<file path="config.mk">
export PLATFORM = sky130hd
export DESIGN_NAME = fetch_unit
export DESIGN_NICKNAME = d
export VERILOG_FILES = /design/src/rtl/fetch_pkg.sv /design/src/rtl/fetch_skid_buffer.sv /design/src/rtl/fetch_unit.sv
export SDC_FILE = /design/constraint.sdc
export NUM_CORES = 1
export LEC_CHECK = 0
export ABC_AREA = 0
export CAP_MARGIN = 20
export CORE_MARGIN = 4
export CORE_UTILIZATION = 50
export DETAILED_ROUTE_END_ITERATION = 10
export PLACE_DENSITY = 0.78
export RECOVER_POWER = 50
export SLEW_MARGIN = 10
export SYNTH_ARGS = -nofsm -noshare
export SYNTH_HDL_FRONTEND = slang
export SYNTH_HIERARCHICAL = 1
export SYNTH_SLANG_ARGS = --single-unit
</file>
<file path="constraint.sdc">
create_clock -name clock -period 2.6 [get_ports clock]
set_input_delay 0.26 -clock clock [delete_from_list [all_inputs] [get_ports clock]]
set_output_delay 0.26 -clock clock [all_outputs]
set_load 0.1 [all_outputs]
</file>
<file path="src/rtl/fetch_pkg.sv">
// Shared types for the instruction-fetch stage.
//   fetch_state_t : fetch FSM states
//   fetch_entry_t : {instr, pc} payload held by the skid buffer and IF/ID
package fetch_pkg;

  localparam int unsigned FETCH_ADDR_W  = 64;
  localparam int unsigned FETCH_INSTR_W = 32;

  typedef enum logic [1:0] {
    IDLE = 2'd0,
    BUSY = 2'd1,
    DROP = 2'd2,
    HOLD = 2'd3
  } fetch_state_t;

  typedef struct packed {
    logic [FETCH_INSTR_W-1:0] instr;
    logic [FETCH_ADDR_W-1:0]  pc;
  } fetch_entry_t;

  // Pack an instruction word and its address into one entry.
  function automatic fetch_entry_t make_entry(input logic [FETCH_INSTR_W-1:0] instr,
                                              input logic [FETCH_ADDR_W-1:0]  pc);
    fetch_entry_t e;
    e.instr = instr;
    e.pc    = pc;
    return e;
  endfunction

endpackage

</file>
<file path="src/rtl/fetch_skid_buffer.sv">
// One-entry holding register for a fetched word that decode could not take.
//   clock, reset : clock and asynchronous active-low reset
//   load, din    : capture din, mark valid (load wins over clear)
//   clear        : mark empty
//   valid, dout  : held entry and its valid flag
module fetch_skid_buffer
  import fetch_pkg::*;
(
  input  logic         clock,
  input  logic         reset,
  input  logic         load,
  input  logic         clear,
  input  fetch_entry_t din,
  output logic         valid,
  output fetch_entry_t dout
);

  always_ff @(posedge clock or negedge reset) begin
    if (!reset) begin
      valid <= 1'b0;
      dout  <= '0;
    end else if (load) begin
      valid <= 1'b1;
      dout  <= din;
    end else if (clear) begin
      valid <= 1'b0;
    end
  end

endmodule

</file>
<file path="src/rtl/fetch_unit.sv">
// Instruction-fetch stage: issues req/ack fetches at the PC, fills IF/ID,
// stalls the PC until a fetch completes, absorbs decode back-pressure in a
// one-entry skid and squashes in-flight fetches on a branch flush.
//   clock, reset            : clock and asynchronous active-low reset
//   pc, flush               : current PC and taken-branch strobe
//   id_stall                : decode cannot accept a new entry
//   fetch_stall             : stall to the PC (combinational)
//   imem_req/addr/ack/rdata : instruction memory handshake
//   if_id_valid/instr/pc    : IF/ID pipeline register
module fetch_unit
  import fetch_pkg::*;
#(
  parameter int unsigned ADDR_W  = FETCH_ADDR_W,
  parameter int unsigned INSTR_W = FETCH_INSTR_W
) (
  input  logic               clock,
  input  logic               reset,
  input  logic [ADDR_W-1:0]  pc,
  input  logic               flush,
  input  logic               id_stall,
  output logic               fetch_stall,
  output logic               imem_req,
  output logic [ADDR_W-1:0]  imem_addr,
  input  logic               imem_ack,
  input  logic [INSTR_W-1:0] imem_rdata,
  output logic               if_id_valid,
  output logic [INSTR_W-1:0] if_id_instr,
  output logic [ADDR_W-1:0]  if_id_pc
);

  fetch_state_t state, next_state;
  logic [ADDR_W-1:0] drop_addr;
  fetch_entry_t      if_id_q;
  fetch_entry_t      skid_dout;
  fetch_entry_t      mem_entry;
  logic              skid_valid;
  logic              accept;
  logic              busy_load, hold_load, skid_load, skid_clear, drop_load;

  assign accept    = !if_id_valid || !id_stall;
  assign mem_entry = make_entry(FETCH_INSTR_W'(imem_rdata), FETCH_ADDR_W'(pc));

  fetch_skid_buffer u_skid (
    .clock (clock),
    .reset (reset),
    .load  (skid_load),
    .clear (skid_clear),
    .din   (mem_entry),
    .valid (skid_valid),
    .dout  (skid_dout)
  );

  // State register.
  always_ff @(posedge clock or negedge reset) begin
    if (!reset) state <= IDLE;
    else        state <= next_state;
  end

  // Next state, memory request and PC stall. Stall is dropped whenever flush
  // is high because the PC lets stall override a branch.
  always_comb begin
    next_state  = state;
    fetch_stall = 1'b1;
    imem_req    = 1'b0;
    imem_addr   = pc;
    busy_load   = 1'b0;
    hold_load   = 1'b0;
    skid_load   = 1'b0;
    skid_clear  = 1'b0;
    drop_load   = 1'b0;
    case (state)
      IDLE: begin
        next_state  = BUSY;
        fetch_stall = !flush;
      end
      BUSY: begin
        imem_req = 1'b1;
        if (imem_ack) begin
          fetch_stall = 1'b0;
          if (!flush) begin
            if (accept) begin
              busy_load = 1'b1;
            end else begin
              skid_load  = 1'b1;
              next_state = HOLD;
            end
          end
        end else if (flush) begin
          // Memory still owes a response for the old address; retire it in DROP.
          fetch_stall = 1'b0;
          drop_load   = 1'b1;
          next_state  = DROP;
        end
      end
      DROP: begin
        imem_req    = 1'b1;
        imem_addr   = drop_addr;
        fetch_stall = !flush;
        if (imem_ack) next_state = BUSY;
      end
      HOLD: begin
        if (flush) begin
          fetch_stall = 1'b0;
          skid_clear  = 1'b1;
          next_state  = BUSY;
        end else if (accept && skid_valid) begin
          hold_load  = 1'b1;
          skid_clear = 1'b1;
          next_state = BUSY;
        end
      end
      default: next_state = IDLE;
    endcase
  end

  // Address of the abandoned request, held while its response drains.
  always_ff @(posedge clock or negedge reset) begin
    if (!reset)         drop_addr <= '0;
    else if (drop_load) drop_addr <= pc;
  end

  // IF/ID register: flush > load > drain when decode takes it > hold.
  always_ff @(posedge clock or negedge reset) begin
    if (!reset) begin
      if_id_valid <= 1'b0;
      if_id_q     <= '0;
    end else if (flush) begin
      if_id_valid <= 1'b0;
    end else if (busy_load || hold_load) begin
      if_id_valid <= 1'b1;
      if_id_q     <= busy_load ? mem_entry : skid_dout;
    end else if (!id_stall) begin
      if_id_valid <= 1'b0;
    end
  end

  assign if_id_instr = INSTR_W'(if_id_q.instr);
  assign if_id_pc    = ADDR_W'(if_id_q.pc);

endmodule

</file>
==> impl_metrics.xml <==
<?xml version="1.0" encoding="UTF-8"?>
<metrics>
  <group name="critical_path">
    <metric name="timing.critical_path.from" unit="">state[0]$_DFFE_PN0P_</metric>
    <metric name="critical_path.endpoint_type" unit="">primary output</metric>
    <metric name="timing.rr.end" unit="">if_id_pc[40]$_DFFE_PN0P_</metric>
    <metric name="critPathArrivalTime" unit="ns">2.15</metric>
    <metric name="timing.critical_path.required" unit="ns">2.34</metric>
    <metric name="crit_path_max_fanout" unit="">17</metric>
    <metric name="timing.critical_path.slowest_stage_cell" unit="">dfrtp_1</metric>
    <metric name="crit_family" unit="">buffers and inverters</metric>
    <metric name="path_depth" unit="">5</metric>
    <metric name="slowest_delay" unit="ns">0.40</metric>
    <metric name="worst-r2r-cell-count" unit="">7</metric>
    <metric name="reg2reg_slack" unit="ns">0.35</metric>
    <metric name="cp_num_buf_inv" unit="">3</metric>
    <metric name="setup.worst_path.end" unit="">imem_addr[51]</metric>
    <metric name="reg2reg_start" unit="">state[1]$_DFFE_PN0P_</metric>
    <metric name="critPathLaunchType" unit="">register</metric>
    <metric name="timing_worst_setup_path_type" unit="">register to primary output</metric>
    <metric name="path_cells" unit="">inv_1 &gt; ha_4 &gt; buf_4 &gt; mux2_2 &gt; buf_12</metric>
  </group>
  <group name="floorplan">
    <metric name="initial_core_util" unit="%">50.8</metric>
    <metric name="core_area" unit="mm2">0.0226</metric>
    <metric name="chipHeight" unit="um">160</metric>
    <metric name="rows" unit="">55</metric>
    <metric name="dieArea" unit="mm2">0.0255</metric>
    <metric name="die_x" unit="um">160</metric>
    <metric name="ioPinCount" unit="">264</metric>
  </group>
  <group name="yosys">
    <metric name="synth.lib_cells_used.distinct" unit="">26</metric>
    <metric name="synth.yosys.seq_area_share" unit="%">56.6</metric>
    <metric name="ys_top_cells_by_area" unit="">dfrtp_1 (57%), mux2_2 (19%), o32ai_1 (7.3%), mux2_4 (3.8%), inv_1 (3.2%)</metric>
    <metric name="fraction_of_the_mapped_netlist_area_in_adder_cells" unit="%">0.436</metric>
    <metric name="synth_warnings" unit="">6</metric>
    <metric name="yosysTopAreaCellShare" unit="%">56.6</metric>
    <metric name="synth_area" unit="mm2">0.0115</metric>
    <metric name="synthMuxAreaShare" unit="%">23.1</metric>
    <metric name="yosys.area.top_type" unit="">dfrtp_1</metric>
    <metric name="synthesis.instances" unit="">868</metric>
    <metric name="synth_edf_count" unit="">0</metric>
    <metric name="fraction_of_the_mapped_netlist_area_in_simple_logic_gates" unit="%">0.523</metric>
    <metric name="syn-mean-instance-area" unit="um2">13.2</metric>
    <metric name="synth_top_flop_cell" unit="">dfrtp_1</metric>
    <metric name="synth_top_cells_by_count" unit="">dfrtp_1 (260), mux2_2 (196), inv_1 (99)</metric>
    <metric name="xor_and_xnor_area_share_after_synthesis" unit="%">0</metric>
    <metric name="share_of_the_synthesized_area_in_compound_gates_ao_oa_aoi_oai" unit="%">13.1</metric>
    <metric name="synth_top_family_by_area" unit="">multiplexers</metric>
    <metric name="post-synth-top-count-cell" unit="">dfrtp_1</metric>
    <metric name="post_syn_nets" unit="">973</metric>
    <metric name="synthArstFlopShare" unit="%">100</metric>
    <metric name="synth-seq-cells" unit="">260</metric>
  </group>
  <group name="clocking">
    <metric name="cts-htree-levels" unit="">1</metric>
    <metric name="ctsRootBufferMaster" unit="">clkbuf_16</metric>
    <metric name="worst_skew_late_latency" unit="ns">0.53</metric>
    <metric name="clk_pin_slew" unit="ns">0.06</metric>
    <metric name="clock-sinks" unit="">260</metric>
    <metric name="post_cts_resized" unit="">0</metric>
    <metric name="cts_buffer_depth" unit="">3</metric>
    <metric name="tritoncts" unit="">yes</metric>
    <metric name="cts_buffers" unit="">28</metric>
  </group>
  <group name="sta">
    <metric name="timing.final.crit_period" unit="ns">2.41</metric>
    <metric name="tns" unit="ns">0</metric>
    <metric name="grt_setup_unrepaired" unit="">no</metric>
    <metric name="max_freq" unit="MHz">416</metric>
    <metric name="finalHoldViolations" unit="">0</metric>
    <metric name="timing_worst_slew_pin_value" unit="ns">1.57</metric>
    <metric name="worst_slew_margin_rel" unit="%">-4.82</metric>
    <metric name="finalSetupViolations" unit="">0</metric>
    <metric name="finalMaxSlewViolations" unit="">58</metric>
    <metric name="timing.clock.skew" unit="ns">0.0174</metric>
    <metric name="fin_crit_sh" unit="%">92.5</metric>
  </group>
  <group name="detailed_routing">
    <metric name="postRouteAntennaNets" unit="">0</metric>
    <metric name="drt_iter0_markers" unit="">581</metric>
    <metric name="drc" unit="">0</metric>
    <metric name="routed-via-count" unit="">7941</metric>
    <metric name="drt_first_pass_iters" unit="">4</metric>
    <metric name="viasPerCell" unit="">5.59</metric>
    <metric name="wirelength" unit="um">28800</metric>
    <metric name="drt-wirelength-per-cell" unit="um">20.3</metric>
  </group>
  <group name="final_layout">
    <metric name="fin_util" unit="%">68.0</metric>
    <metric name="layout-drive-gt1-share" unit="%">36.4</metric>
    <metric name="post-route-cell-area" unit="mm2">0.0154</metric>
    <metric name="final_nets" unit="">1219</metric>
    <metric name="layoutNonFillerInstCount" unit="">1421</metric>
    <metric name="antenna_cells_inserted" unit="">0</metric>
    <metric name="area.growth.synth_to_final" unit="%">33.9</metric>
    <metric name="final.fill_count" unit="">1710</metric>
  </group>
  <group name="placed_design">
    <metric name="finalWeightedCongestion" unit="">0.770</metric>
    <metric name="placed_wire_length_estimate" unit="um">18600</metric>
    <metric name="placement.cell_area" unit="mm2">0.0147</metric>
    <metric name="port_buffers" unit="">263</metric>
    <metric name="place.detailed.instances" unit="">1366</metric>
  </group>
  <group name="global_routing">
    <metric name="grt-ovfl-total" unit="">0</metric>
    <metric name="antenna_violations_before_repair" unit="">0</metric>
    <metric name="grt_pass1_wl" unit="um">46800</metric>
    <metric name="grt_start_max_net_pins" unit="">97</metric>
    <metric name="first_global_vias" unit="">8323</metric>
    <metric name="track_usage" unit="%">22.2</metric>
  </group>
  <group name="run_status">
    <metric name="outcome" unit="">finished with violations</metric>
    <metric name="violations" unit="">capacitance limit, slew limit</metric>
  </group>
  <group name="worst_hold_path">
    <metric name="hold_class" unit="">primary input to register</metric>
  </group>
  <group name="job">
    <metric name="drv_cap" unit="">1</metric>
  </group>
</metrics>
-- cells by family after synthesis --
logic type,Yosys count
flops,260
mux,226
compound gates,200
buf+inv,167
simple gates,11
fa+ha+maj,4
-- area by class of cell --
type / count / area [um2] / share of cell area [%]
Sequential cell: 260 / 6510 / 42.3
Multi-Input combinational cell: 441 / 4320 / 28.0
Timing Repair Buffer: 284 / 2830 / 18.4
Clock buffer: 37 / 786 / 5.11
Inverter: 99 / 372 / 2.41
Tap cell: 285 / 357 / 2.32
Clock inverter: 15 / 221 / 1.44
-- how the worst min path moves through the flow --
stage / startpoint / endpoint / slack (ns) / cells after the start
floorplan: reset / drop_addr[0]$_DFFE_PN0P_ / -0.04 / 0
global placement: reset / drop_addr[58]$_DFFE_PN0P_ / 0.24 / 1
detailed placement: reset / drop_addr[58]$_DFFE_PN0P_ / 0.24 / 1
CTS: reset / if_id_valid$_DFFE_PN0P_ / 0.27 / 2
global route: flush / if_id_pc[61]$_DFFE_PN0P_ / 0.29 / 3
finish: flush / if_id_pc[47]$_DFFE_PN0P_ / 0.28 / 3
-- metal layers --
layer	global-route usage, %	wire length [um]	up-vias
met4	4.18	330	0
li1	-	-	3639
met2	35.5	14000	238
met5	0	0	-
met1	30.6	12200	4036
met3	6.70	2340	28
-- repair_timing --
item / in CTS / in global routing
setup endpoints to repair: 45 / 0
endpoints found under the hold margin: 55 / 0
hold buffers: 1 / 0
buffers inserted: 2 / 0
-- per-stage QoR --
stage               setup slack, ns  hold slack, ns
floorplan                    0.0305         -0.0356
finish                        0.194           0.276
global route                 0.0983           0.294
detailed placement            0.326           0.236
CTS                           0.150           0.268
global placement              0.390           0.236
-- registers in the layout, indices dropped and copies added, names as in the netlist --
register      flops
drop_addr        64
if_id_instr      32
if_id_pc         64
if_id_valid       1
state             2
u_skid/dout      96
u_skid/valid      1
-- worst reg2reg max path, cell delays in order (launching register included) --
cell and delay, ns:
dfrtp_1 0.43, inv_1 0.10, ha_1 0.22, nand2_1 0.18, or3b_4 0.43, a21o_4 0.33, buf_12 0.23, a21oi_1 0.23
-- placed cells by master (no fill, tap or decap), types with 6 or more instances in the layout --
cell             count
buf_12              60
clkdlybuf4s50_1     98
o32ai_1             96
buf_4               41
a21oi_2             31
dfrtp_1            260
clkbuf_16           29
inv_1               99
clkinv_2             6
mux2_2             196
a21oi_1             66
mux2_4              29
clkbuf_1            86
Power is left out: the tool's default activity adds up to more than one toggle a clock period on the data nets, which glitch-free logic cannot reach.
